[config.mk]
export PLATFORM = sky130hd
export DESIGN_NAME = gpu_axil_regs
export DESIGN_NICKNAME = d
export VERILOG_FILES = /design/src/rtl/gpu_axil_regs.sv
export SDC_FILE = /design/constraint.sdc
export NUM_CORES = 1
export LEC_CHECK = 0
export ABC_AREA = 0
export CORE_MARGIN = 3
export CORE_UTILIZATION = 52
export DETAILED_ROUTE_END_ITERATION = 6
export HOLD_SLACK_MARGIN = 0.06
export PLACE_DENSITY = 0.81
export SLEW_MARGIN = 20
export SYNTH_ARGS = -nofsm -noshare
export SYNTH_HDL_FRONTEND = slang
export SYNTH_SLANG_ARGS = --single-unit
[constraint.sdc]
create_clock -name clk -period 3.9 [get_ports clk]
set_input_delay 0.585 -clock clk [delete_from_list [all_inputs] [get_ports clk]]
set_output_delay 0.585 -clock clk [all_outputs]
set_load 0.005 [all_outputs]
[src/rtl/gpu_axil_regs.sv]
// AXI4-lite control/status register file for the GPU: frame configuration,
// frame_start launch pulse, busy/done tracking from frame_end, and level irq.
module gpu_axil_regs #(
  parameter int          AXI_ADDR_WIDTH = 8,
  parameter int          ADDR_WIDTH     = 32,
  parameter logic [31:0] ID_VALUE       = 32'h4750_5531
) (
  input  logic                      clk,
  input  logic                      rst,
  input  logic [AXI_ADDR_WIDTH-1:0] awaddr,
  input  logic [2:0]                awprot,
  input  logic                      awvalid,
  output logic                      awready,
  input  logic [31:0]               wdata,
  input  logic [3:0]                wstrb,
  input  logic                      wvalid,
  output logic                      wready,
  output logic [1:0]                bresp,
  output logic                      bvalid,
  input  logic                      bready,
  input  logic [AXI_ADDR_WIDTH-1:0] araddr,
  input  logic [2:0]                arprot,
  input  logic                      arvalid,
  output logic                      arready,
  output logic [31:0]               rdata,
  output logic [1:0]                rresp,
  output logic                      rvalid,
  input  logic                      rready,
  input  logic                      frame_end,
  output logic                      frame_start,
  output logic [31:0]               triangles_count,
  output logic [ADDR_WIDTH-1:0]     base_addr_vertex,
  output logic [ADDR_WIDTH-1:0]     base_addr_color,
  output logic                      irq
);

  typedef enum logic [2:0] {
    REG_CTRL, REG_STAT, REG_TRI, REG_VTX, REG_COL, REG_FCNT, REG_ID, REG_NONE
  } reg_e;

  localparam logic [1:0] RESP_OKAY   = 2'b00;
  localparam logic [1:0] RESP_SLVERR = 2'b10;

  logic                  busy, done, irq_en;
  logic [31:0]           tri_count, frame_cnt;
  logic [ADDR_WIDTH-1:0] vtx_base, col_base;

  reg_e        wr_reg, rd_reg;
  logic        wr_fire, rd_fire, start_fire, done_clr, cfg_wr;
  logic [1:0]  wr_resp, rd_resp;
  logic [31:0] rd_val;

  // Protection bits and address bits outside [4:2] carry no meaning here.
  logic unused;
  assign unused = ^{awprot, arprot, awaddr, araddr};

  function automatic logic [31:0] merge(input logic [31:0] old, input logic [31:0] data,
                                        input logic [3:0] strb);
    logic [31:0] res;
    res = old;
    for (int i = 0; i < 4; i++)
      if (strb[i]) res[8*i +: 8] = data[8*i +: 8];
    return res;
  endfunction

  // NOTE: every signal assigned in this block gets a value before any branch, so no latch can form.
  always_comb begin
    wr_reg     = reg_e'(awaddr[4:2]);
    rd_reg     = reg_e'(araddr[4:2]);
    awready    = awvalid & wvalid & ~bvalid & ~rst;
    wready     = awready;
    arready    = arvalid & ~rvalid & ~rst;
    wr_fire    = awready;
    rd_fire    = arready;
    start_fire = wr_fire && wr_reg == REG_CTRL && wstrb[0] && wdata[0] && !busy;
    done_clr   = wr_fire && wr_reg == REG_STAT && wstrb[0] && wdata[1];
    cfg_wr     = wr_fire && !busy;

    wr_resp = RESP_OKAY;
    if (wr_reg == REG_NONE) wr_resp = RESP_SLVERR;
    else if (busy && (wr_reg == REG_TRI || wr_reg == REG_VTX || wr_reg == REG_COL))
      wr_resp = RESP_SLVERR;

    rd_resp = RESP_OKAY;
    rd_val  = '0;
    case (rd_reg)
      REG_CTRL: rd_val = {30'd0, irq_en, 1'b0};
      REG_STAT: rd_val = {30'd0, done, busy};
      REG_TRI:  rd_val = tri_count;
      REG_VTX:  rd_val = 32'(vtx_base);
      REG_COL:  rd_val = 32'(col_base);
      REG_FCNT: rd_val = frame_cnt;
      REG_ID:   rd_val = ID_VALUE;
      default:  rd_resp = RESP_SLVERR;
    endcase
  end

  // NOTE: state uses non-blocking assignments so every register samples pre-edge values.
  always_ff @(posedge clk) begin
    if (rst) begin
      bvalid      <= 1'b0;
      bresp       <= RESP_OKAY;
      rvalid      <= 1'b0;
      rresp       <= RESP_OKAY;
      rdata       <= '0;
      frame_start <= 1'b0;
      irq         <= 1'b0;
      busy        <= 1'b0;
      done        <= 1'b0;
      irq_en      <= 1'b0;
      tri_count   <= '0;
      vtx_base    <= '0;
      col_base    <= '0;
      frame_cnt   <= '0;
    end else begin
      frame_start <= start_fire;
      irq         <= done & irq_en;

      if (wr_fire) begin
        bvalid <= 1'b1;
        bresp  <= wr_resp;
      end else if (bvalid && bready) begin
        bvalid <= 1'b0;
      end

      if (rd_fire) begin
        rvalid <= 1'b1;
        rdata  <= rd_val;
        rresp  <= rd_resp;
      end else if (rvalid && rready) begin
        rvalid <= 1'b0;
      end

      if (wr_fire && wr_reg == REG_CTRL && wstrb[0]) irq_en <= wdata[1];

      // Config is frozen while a frame runs so the pipeline sees stable inputs.
      if (cfg_wr) begin
        case (wr_reg)
          REG_TRI: tri_count <= merge(tri_count, wdata, wstrb);
          REG_VTX: vtx_base  <= ADDR_WIDTH'(merge(32'(vtx_base), wdata, wstrb));
          REG_COL: col_base  <= ADDR_WIDTH'(merge(32'(col_base), wdata, wstrb));
          default: ;
        endcase
      end

      // A completing frame outranks a same-cycle clear of DONE.
      if (frame_end) begin
        done      <= 1'b1;
        frame_cnt <= frame_cnt + 32'd1;
      end else if (done_clr) begin
        done <= 1'b0;
      end

      if (start_fire)     busy <= 1'b1;
      else if (frame_end) busy <= 1'b0;
    end
  end

  assign triangles_count  = tri_count;
  assign base_addr_vertex = vtx_base;
  assign base_addr_color  = col_base;

endmodule
# Yosys cells after proc, flatten, opt, wreduce, memory -nomap -nowiden
# Index checks and enable logic that the tools add are counted.
# W data, S select, Z words.
# totals
reg_bits	171
output_inout_bits	139
# classes
n_addsub	1
n_eq_ne	11
n_mux	12
bitwise_logic	9
reduce_logical	33
# op_table
operator	count
$pmux W32 S7	1
$reduce_and A3 Y1	12
$add A32 B1 Y32 const B	1
$eq A3 B3 Y1 const B	5
$eq A3 B2 Y1 const B	4
$logic_and A1 B1 Y1	11
$mux W1	8
$reduce_bool A2 Y1	4
$reduce_or A7 Y1	1
$and A1 B1 Y1	6
$eq A3 B1 Y1 const B	2
$logic_not A3 Y1	2
$mux W2	3
$not A1 Y1	3
$logic_or A1 B1 Y1	2
$logic_not A1 Y1	1

# Logic depth before layout (Yosys ltp)
# logic_depth
ltp_word	8
depth_mapped	8
ltp_nobuf	5

# Least setup slack after synthesis
# Ideal clock, no wire load.
# synth_path
path_kind	in2reg
start	input frame_end
end	register frame_cnt[29]
arrival_time_ns	2.119
t_required_ns	3.830
path_slack_ns	1.711
cell_stages	6
path_buffers	2
path_cell_list	buf_2 -> nand4_2 -> or4_1 -> buf_2 -> or4_1 -> a21oi_1
# synth_rtl
item	line	source
start, declared	29	input logic frame_end,
end signal, assigned	149	frame_cnt <= frame_cnt + 32'd1;
end, declared	45	logic [31:0] tri_count, frame_cnt;

# Worst setup path in the final report
# layout_path
start	input arvalid
end	output arready
# layout_via
elab_chain_cells	2
# layout_rtl
item	line	source
start, declared	23	input logic arvalid,
$and A1 B1 Y1 (2 in a row)	72	arready = arvalid & ~rvalid & ~rst;
end, declared	24	output logic arready,
# Every way passes these cells.

==> flow_summary_export.csv <==
group,metric,value,unit
run_status,status,"finished, final reports clean",
clock_network,cts_tree,"done",
clock_network,cts.reportedPaths.clkPinSlew,0.06,ns
clock_network,cts_hold_buf,0,
yosys,synth_top_area_cell,"dfxtp_1",
yosys,ys_types,49,
worst_setup_path,worstPathArrival,2.49,ns
yosys,ys_seq_area_share,44.4,%
layout,syn_to_final_growth,32.3,%
placement,dpl.hpwl,14800,µm
worst_setup_path,cp_max_fo,19,
clock_network,cts_made_buffers,17,
pwr,pwr_density_cell,347,nW/µm²
floorplanning,dieArea,16100,µm²
yosys,ys_seq_elements,169,
routing,drc,0,
yosys,synth_warnings,0,
clock_network,cts.sinks,169,
grt,grt_pass1_wl,34800,µm
grt,overflow,0,
sta,rsz0062_at_grt,"no",
pwr,peakVddDrop,0.371,mV
layout,final_cell_mix,"184 x clkdlybuf4s50_1, 169 x dfxtp_1, 117 x nor2_1, 102 x mux2i_1, 65 x a21oi_1",
routing,dr_total_vias,6839,
worst_setup_path,critPathCaptureType,"primary output",
sta,final_hold_viol_count,0,
job,cap_viol_max_count,0,
clock_network,clk_latency,0.43,ns
routing,drtAntennaViolNets,0,
yosys,netlist_area,7610,µm²
yosys,syn_avg_cell_area,9.01,µm²
worst_setup_path,cp_num_cells,4,
routing,dr.first_iter.drc_count,634,
sta,skew,0.0118,ns
grt,grt_max_degree,95,
worst_setup_path,critPathMaxStageDelay,0.70,ns
routing,wirelength,21600,µm
layout,fin_nets,1062,
floorplanning,die_h,127,µm
min_path,hold_path.class,"flop to flop",
sta,setup_tns,0,ns
clock_network,cts_buffer_depth,2,
floorplanning,die_x,127,µm
grt,grt_pass1_vias,6561,
floorplanning,std_cell_rows,43,
clock_network,postCtsSetupRepairBufs,0,
layout,fin_util,71.5,%
floorplanning,initial_core_util,54.0,%
worst_setup_path,cpMostUsedCell,"clkdlybuf4s50_1",
floorplanning,ios,205,
worst_setup_path,worstPathRequired,3.31,ns
routing,first_pass_iters,7,
yosys,synth_cells,845,
grt,track_usage,26.5,%
min_path,whs_path_depth,2,
layout,drive_gt1_share,6.94,%
worst_setup_path,cp_top_family,"buffers and inverters",
grt,antenna_found_initial,0,
worst_setup_path,critPathBufInv,3,
clock_network,htree_levels,4,
worst_setup_path,cp_cell_sequence,"clkdlybuf4s50_1 -> or3b_2 -> inv_1 -> clkdlybuf4s50_1",
worst_setup_path,reg2reg_depth,5,
sta,period_minus_slack,3.07,ns
worst_setup_path,slowest_stage,"or3b_2",
sta,relSlewSlack,36.9,%
placement,io_buffer_count,186,
placement,gp_congestion,0.791,
layout,layout_commonest_cell,"clkdlybuf4s50_1",
yosys,synth_top_area_share,44.4,%
clock_network,cts_resized,0,
floorplanning,core_region_area,14100,µm²
sta,tightest_slew,0.946,ns
sta,fmax,325,MHz
sta,setup_violations,0,
yosys,netlist_top_cells_area,"dfxtp_1 44%, mux2i_1 13%, nor2_1 5.8%, a21oi_1 4.3%, a22o_1 3.9%",
layout,diodes,0,
clock_network,cts-root-buf,"clkbuf_16",
pwr,leakagePower,3.54,nW
routing,wl_per_cell,18.2,µm
routing,avgViaCountPerCell,5.76,
worst_setup_path,critical_path_class,"primary input to primary output",
sta,period_share,78.8,%
worst_setup_path,start_kind,"primary input",
sta,drv_slew,0,
## worst paths after layout
check / startpoint / endpoint / slack (ns)
worst max-delay path: arvalid / arready / 0.83
worst min-delay path: rdata[6] / rdata[6] / 0.45
worst max register to register: rvalid / rdata[1] / 1.57
worst min register to register: rdata[6] / rdata[6] / 0.45
## cell type report
cell class                 instances  area, µm²
inverter                          11       41.3
clock buffer                      21        450
tap                              180        225
sequential                       169       3380
multi-input combinational        594       3930
fill                            1144       4020
timing repair buffer             202       1970
clock inverter                    11       73.8
## registers in the layout, indices dropped and copies added (netlist names), 32 cells and up
signal / cells
base_addr_color: 32
base_addr_vertex: 32
frame_cnt: 32
rdata: 32
triangles_count: 32
## worst min-delay path, delay by kind of cell (launching register included)
family | cells | cell delay (ns)
DFF | 1 | 0.31
and+or+nand+nor | 1 | 0.05
AOI/OAI and AO/OA | 1 | 0.05
## cells in the mapped netlist (all sizes together)
cell type,count
a211oi,1
a21boi,12
a21oi,65
a22o,34
a22oi,1
a31o,2
a31oi,2
and3,3
and3b,2
and4,2
buf,21
clkbuf,51
conb,1
dfxtp,169
ha,1
inv,11
mux2i,102
nand2,47
nand2b,19
nand3,13
nand3b,21
nand4,10
nand4b,5
nand4bb,1
nor2,117
nor2b,2
nor3,10
nor3b,4
nor4,7
nor4b,3
o211ai,1
o21ai,41
o22ai,2
o31ai,20
o41ai,2
or2,3
or3,7
or3b,2
or4,16
or4b,1
xnor2,5
xor2,6
## stage by stage
step           hold WS [ns]  cell area, µm²  cells  power, W  worst slack (ns)
2_1_floorplan         0.444            7620    846   0.00190              1.71
3_3_place_gp          0.441            9550   1156   0.00202             0.842
3_5_place_dp          0.449            9550   1156   0.00202             0.820
4_1_cts               0.457           10100   1188   0.00352             0.820
5_1_grt               0.481           10100   1188   0.00360             0.764
6_report              0.455           10100   1188   0.00350             0.827
## cells by family (layout without fill, tap and decap cells)
| kind of cell | Yosys count | after routing | synth area share, % |
|---|---|---|---|
| muxes | 102 | 102 | 13.4 |
| adders and majority gates | 1 | 1 | 0.164 |
| buffers and inverters | 83 | 245 | 4.49 |
| DFF | 169 | 169 | 44.4 |
| and+or+nand+nor | 295 | 295 | 21.1 |
| xor gates and xnor gates | 11 | 11 | 1.27 |
| AOI/OAI and AO/OA | 183 | 183 | 15.1 |
| other | 1 | 2 | 0.0493 |
## report_power, final
part | internal [W] | leakage (nW) | switching, W | total [W]
Clock | 0.000829 | 0.253 | 0.000682 | 0.00151
Combinational | 0.000102 | 1.92 | 0.000136 | 0.000238
Sequential | 0.00174 | 1.36 | 0.0000100 | 0.00175
Total | 0.00267 | 3.54 | 0.000828 | 0.00350
## metal layers
metal | vias to the layer above | routed length (µm) | global-route usage [%]
li1 | 3309 | - | -
met5 | - | 0 | 0
met1 | 3271 | 9430 | 35.1
met3 | 28 | 1290 | 5.14
met4 | 0 | 367 | 8.33
met2 | 231 | 10600 | 44.0
Power figures use the tool's default switching activity.
